===== src/rtl/bram_copy_pkg.sv =====
// Shared constants for the BRAM copy engine: default widths and FSM state encoding.
package bram_copy_pkg;

    localparam int unsigned DefDataW = 32;
    localparam int unsigned DefAddrW = 9;

    localparam logic [1:0] StIdle   = 2'd0;
    localparam logic [1:0] StStream = 2'd1;
    localparam logic [1:0] StDrain  = 2'd2;
    localparam logic [1:0] StDone   = 2'd3;

endpackage


===== src/rtl/copy_addr_gen.sv =====
// Base-plus-counter address generator with modulo-2^ADDR_W wrap and a terminal-count flag.
module copy_addr_gen #(
    parameter int unsigned ADDR_W = 9
) (
    input  logic              clock,
    input  logic              reset,
    input  logic              load,
    input  logic [ADDR_W-1:0] base,
    input  logic [ADDR_W:0]   count,
    input  logic              step,
    output logic [ADDR_W-1:0] addr,
    output logic              last
);

    localparam logic [ADDR_W:0] CntOne = {{ADDR_W{1'b0}}, 1'b1};

    logic [ADDR_W-1:0] base_q;
    logic [ADDR_W:0]   cnt_q;
    logic [ADDR_W:0]   len_q;

    always_ff @(posedge clock or posedge reset) begin
        if (reset) begin
            base_q <= '0;
            cnt_q  <= '0;
            len_q  <= '0;
        end else if (load) begin
            base_q <= base;
            cnt_q  <= '0;
            len_q  <= count;
        end else if (step) begin
            cnt_q <= cnt_q + CntOne;
        end
    end

    // Truncating the sum gives the wrap for free.
    assign addr = base_q + cnt_q[ADDR_W-1:0];
    assign last = (cnt_q == (len_q - CntOne));

endmodule


===== src/rtl/bram_copy_engine.sv =====
// Streams N words from a source BRAM to a destination BRAM at one word per cycle.
// Optional running checksum of the copied words when COPY_CHECKSUM_EN is defined.
module bram_copy_engine
    import bram_copy_pkg::*;
#(
    parameter int unsigned DATA_W = DefDataW,
    parameter int unsigned ADDR_W = DefAddrW
) (
    input  logic                  clock,
    input  logic                  reset,
    input  logic                  start,
    input  logic [ADDR_W:0]       length,
    input  logic [ADDR_W-1:0]     src_base,
    input  logic [ADDR_W-1:0]     dst_base,
    input  logic [DATA_W-1:0]     data_in,
    output logic                  wr_rden,
    output logic [ADDR_W-1:0]     read_address,
    output logic                  rd_wren,
    output logic [DATA_W/8-1:0]   rd_we,
    output logic [ADDR_W-1:0]     write_address,
    output logic [DATA_W-1:0]     data_out,
    output logic                  busy,
`ifdef COPY_CHECKSUM_EN
    output logic                  done,
    output logic [DATA_W-1:0]     checksum
`else
    output logic                  done
`endif
);

    localparam logic [ADDR_W:0] MaxLen = {1'b1, {ADDR_W{1'b0}}};

    logic [1:0]        state_q, state_d;
    logic              accept;
    logic              stream;
    logic              src_last;
    logic              dst_last;
    logic [ADDR_W:0]   len_sat;
    logic              rd_pend_q;
    logic              wr_q;
    logic [DATA_W-1:0] data_q;

    assign accept  = (state_q == StIdle) && start;
    assign stream  = (state_q == StStream);
    assign len_sat = (length > MaxLen) ? MaxLen : length;

    always_comb begin
        state_d = state_q;
        case (state_q)
            StIdle: begin
                if (start) begin
                    state_d = (len_sat == '0) ? StDone : StStream;
                end
            end
            StStream: begin
                if (src_last) begin
                    state_d = StDrain;
                end
            end
            StDrain: begin
                if (wr_q && dst_last) begin
                    state_d = StDone;
                end
            end
            default: state_d = StIdle;
        endcase
    end

    // Two-stage pipe: BRAM read latency, then the registered write port.
    always_ff @(posedge clock or posedge reset) begin
        if (reset) begin
            state_q   <= StIdle;
            rd_pend_q <= 1'b0;
            wr_q      <= 1'b0;
            data_q    <= '0;
        end else begin
            state_q   <= state_d;
            rd_pend_q <= stream;
            wr_q      <= rd_pend_q;
            if (rd_pend_q) begin
                data_q <= data_in;
            end
        end
    end

    copy_addr_gen #(
        .ADDR_W (ADDR_W)
    ) u_src_gen (
        .clock (clock),
        .reset (reset),
        .load  (accept),
        .base  (src_base),
        .count (len_sat),
        .step  (stream),
        .addr  (read_address),
        .last  (src_last)
    );

    copy_addr_gen #(
        .ADDR_W (ADDR_W)
    ) u_dst_gen (
        .clock (clock),
        .reset (reset),
        .load  (accept),
        .base  (dst_base),
        .count (len_sat),
        .step  (wr_q),
        .addr  (write_address),
        .last  (dst_last)
    );

    assign wr_rden  = stream;
    assign rd_wren  = wr_q;
    assign rd_we    = {(DATA_W/8){wr_q}};
    assign data_out = data_q;
    assign busy     = stream || (state_q == StDrain);
    assign done     = (state_q == StDone);

`ifdef COPY_CHECKSUM_EN
    logic [DATA_W-1:0] sum_q;

    // The last word is written in the cycle before DONE, so the sum is final in DONE.
    always_ff @(posedge clock or posedge reset) begin
        if (reset) begin
            sum_q <= '0;
        end else if (accept) begin
            sum_q <= '0;
        end else if (wr_q) begin
            sum_q <= sum_q + data_q;
        end
    end

    assign checksum = sum_q;
`endif

endmodule


===== config.mk =====
export PLATFORM = sky130hd
export DESIGN_NAME = bram_copy_engine
export DESIGN_NICKNAME = d
export VERILOG_FILES = /design/src/rtl/bram_copy_pkg.sv /design/src/rtl/copy_addr_gen.sv /design/src/rtl/bram_copy_engine.sv
export SDC_FILE = /design/constraint.sdc
export NUM_CORES = 1
export LEC_CHECK = 0
export CAP_MARGIN = 20
export CELL_PAD_IN_SITES_DETAIL_PLACEMENT = 0
export CELL_PAD_IN_SITES_GLOBAL_PLACEMENT = 2
export CORE_MARGIN = 3
export CORE_UTILIZATION = 30
export CTS_BUF_LIST = sky130_fd_sc_hd__clkbuf_16
export DETAILED_ROUTE_END_ITERATION = 10
export PLACE_DENSITY_LB_ADDON = 0.1
export SLEW_MARGIN = 20
export SYNTH_ARGS = -nofsm -noshare
export SYNTH_HDL_FRONTEND = slang
export SYNTH_SLANG_ARGS = --single-unit
export TNS_END_PERCENT = 1

===== constraint.sdc =====
create_clock -name clock -period 3.55 [get_ports clock]
set_clock_uncertainty 0.05 [all_clocks]
set_input_delay 0.71 -clock clock [delete_from_list [all_inputs] [get_ports clock]]
set_output_delay 0.71 -clock clock [all_outputs]
set_load 0.02 [all_outputs]

==> reports/results.ini <==
[outcome]
status = finished, final reports clean

[cts]
cts_max_level = 3
clock_path_buffers = 2
cts_root_buffer = clkbuf_16
cts_buffers = 9
clock_latency_ns = 0.35
path_clk_slew_ns = 0.07
cts_tree = built
postCtsHoldBufs = 0
cts.sinks = 84

[timing]
worst_pin_slew_ns = 0.6183
maxSlewViolCount = 0
min_period_ns = 3.340
relSlewSlack_pct = 58.78
hold_viol_final = 0
fin_setup_tns_ns = 0
finalSetupViolations = 0
fmax_mhz = 299.4
fin_crit_sh_pct = 94.08
rsz0062_at_grt = false

[worst_setup_path]
crit_start = u_dst_gen.cnt_q[0]
critPathBufInv = 3
cp.arrival_ns = 2.58
endpoint_kind = output port
required_ns = 2.79
crit_fanout = 2
crit_end = write_address[8]
reg2reg_setup_slack_ns = 0.68
cp_slowest_cell = fa_1
path_delay_family = compound AO/OA/AOI/OAI gates
critPathMaxStageDelay_ns = 0.40
crit_type = flip-flop to output port
r2r.worst_path.cells = 9
rr_startpoint = u_src_gen.len_q[0]
crit_cells = 11
critPathLaunchType = flip-flop
path_cells = ha_1 -> inv_1 -> fa_1 -> inv_1 -> a21oi_1 -> o21bai_1 -> a21o_1 -> a21oi_1 -> o21ai_0 -> xnor2_1 -> dlygate4sd2_1
r2r_end = state_q[1]

[power]
power_density_nw_per_um2 = 941.1
max-vdd-ir-drop_uv = 363.4
leakagePower_uw = 0.002874
finalPower_uw = 5929

[routing]
vias = 3499
drt-total-wl_mm = 11.48
via_per_inst = 4.684
drt_pre_antenna_iters = 4
wl_per_cell_um = 15.36
drc = 0
antenna_left = 0
drt_first_iter_violations = 127

[synth]
ys_seq_area_share_pct = 46.22
ys_seq_elements = 84
yosys.area_share.adder_pct = 7.208
synth_xor_area_share_pct = 11.14
synth_compound_area_share_pct = 8.748
ys_warn_count = 0
netlist_area_sq_um = 4548
syn_nets = 522
yosys.cell_types.count = 50
synthCells = 434
synth_edf_count = 0
async_flop_share_pct = 100.0
synth-simple-area-share_pct = 14.00
synth_top_family_by_area = simple AND/OR/NAND/NOR gates
postSynthAreaPerCell_sq_um = 10.48
synth_mux_area_share_pct = 9.133
yosys_most_used_dff = dfrtp_1

[grt]
first_global_vias = 3482
grt_max_degree = 85
grt_use_total_pct = 14.22
grt_overflow = 0
grt_pass1_wl_mm = 18.37
antenna_found_initial = 0

[place]
gp_congestion = 0.7530
place_hpwl_mm = 8.481
port_buffers = 120
postPlaceCellArea_sq_um = 5995

[run]
cap_violations = 0

[die]
die-width_um = 129.1
die_h_um = 129.1
start_util_pct = 30.94
dieArea_sq_um = 16670
std_cell_rows = 44
coreArea_sq_um = 14700
ios = 121

[layout]
final_util_pct = 42.86
nNetsFinal = 646
final_cell_area_sq_um = 6300
drive_above_1_share_pct = 12.26
antennaDiodeCount = 0
area_delta_synth_final_pct = 38.51

[worst_hold_path]
hold_path.class = flip-flop to flip-flop

[worst min path at each step]
stage | startpoint | endpoint | slack, ns | cells past startpoint
after CTS | u_src_gen.base_q[6] | u_src_gen.base_q[6] | 0.44 | 2
after floorplan | rd_pend_q | rd_wren | 0.30 | 0
after global routing | u_src_gen.base_q[3] | u_src_gen.base_q[3] | 0.45 | 2
final | u_src_gen.base_q[5] | u_src_gen.base_q[5] | 0.43 | 2
after global placement | u_src_gen.base_q[0] | u_src_gen.base_q[0] | 0.41 | 2
after detailed placement | u_dst_gen.base_q[0] | u_dst_gen.base_q[0] | 0.42 | 2
[layout by cell type (no fill, tap or decap), drive strengths merged, types with 2 or more instances in the layout]
cell type and count:
dlygate4sd2 4, o21ai 19, dlymetal6s2s 4, nand2b 5
xnor2 25, nor3 4, nor2b 3, nand3 4
a22o 4, mux2 33, or4 2, clkinv 4
nand2 73, o21a 2, xor2 25, a21oi 16
ha 23, dfrtp 84, nand4 5, and2 2
nor4 3, clkdlybuf4s50 112, inv 20, and3 5
xnor3 3, nand4b 2, o2111ai 2, o21bai 5
or3 3, a21o 4, clkinvlp 2, fa 2
nor2 24, clkbuf 9, mux2i 4, buf 10
[synth_stat cells, types with 5 or more instances]
cell type	number	share of area (%)
nor2_1	23	1.9
mux2_2	32	7.9
o21bai_1	5	0.83
nand4_1	5	0.69
ha_1	23	6.3
clkbuf_1	9	0.74
a21oi_1	16	1.8
nand2b_1	5	0.69
xor2_1	25	4.8
nand2_1	73	6.0
xnor2_1	25	4.8
o21ai_0	18	2.0
dfrtp_1	84	46
and3_1	5	0.69
inv_1	20	1.7
[report_power, final]
group          internal [uW]  switching (uW)  total [uW]  leakage (uW)
combinational           1660            1660        3310       0.00168
clock                    548             413         960      0.000140
sequential              1350             308        1660       0.00105
[state kept, by name (all words and copies together) (netlist names)]
name and flops:
u_dst_gen.base_q 9, u_src_gen.base_q 9, rd_pend_q 1, u_src_gen.len_q 10, data_out 32, state_q 2, u_src_gen.cnt_q 10, u_dst_gen.cnt_q 10
rd_wren 1
[logic make-up (layout without fill, tap and decap cells)]
logic type	Yosys count	in the layout
xor gates and xnor gates	53	53
buffers and inverters	37	166
DFF	84	84
and+or+nand+nor	137	137
muxes	37	37
AOI/OAI and AO/OA	61	61
adders and majority gates	25	25
[area by class of cell]
cell class              instances  area (sq um)
inverters                      20         76.32
multi-input cells             313          2285
repair buffers                130          1306
fillers                      1411          8399
clock buffers                   9         225.2
flip-flops and latches         84          2102
well taps                     184         230.2
clock inverters                 7         75.07
[stage by stage]
step	setup WS (ns)	hold slack (ns)	std cells
floorplan	0.6249	0.3019	434
global placement	0.1851	0.4142	731
detailed placement	0.1654	0.4218	731
CTS	0.06417	0.4398	747
global route	0.01194	0.4550	747
finish	0.2101	0.4346	747
[what timing repair did]
action	in CTS	in global routing
setup endpoints to repair	4	4
gates resized for setup	5	4
setup buffers	0	0
[metal layers]
layer / track usage [%] / wire, um / vias to the layer above
met1: 20.50 / 5691 / 1678
li1: - / - / 1719
met3: 3.421 / 595 / 9
met4: 4.818 / 146 / 0
met2: 20.95 / 5043 / 93
met5: 0 / 0 / -
[worst register-to-register path: cells and delay by family, from the launching register on]
kind                       cells  cell delay [ns]
AOI/OAI and AO/OA              3             0.58
adders and majority gates      1             0.24
buffers and inverters          1             0.11
DFF                            1             0.46
muxes                          2             0.54
and+or+nand+nor                2             0.77
(Power assumes the default switching activity.)
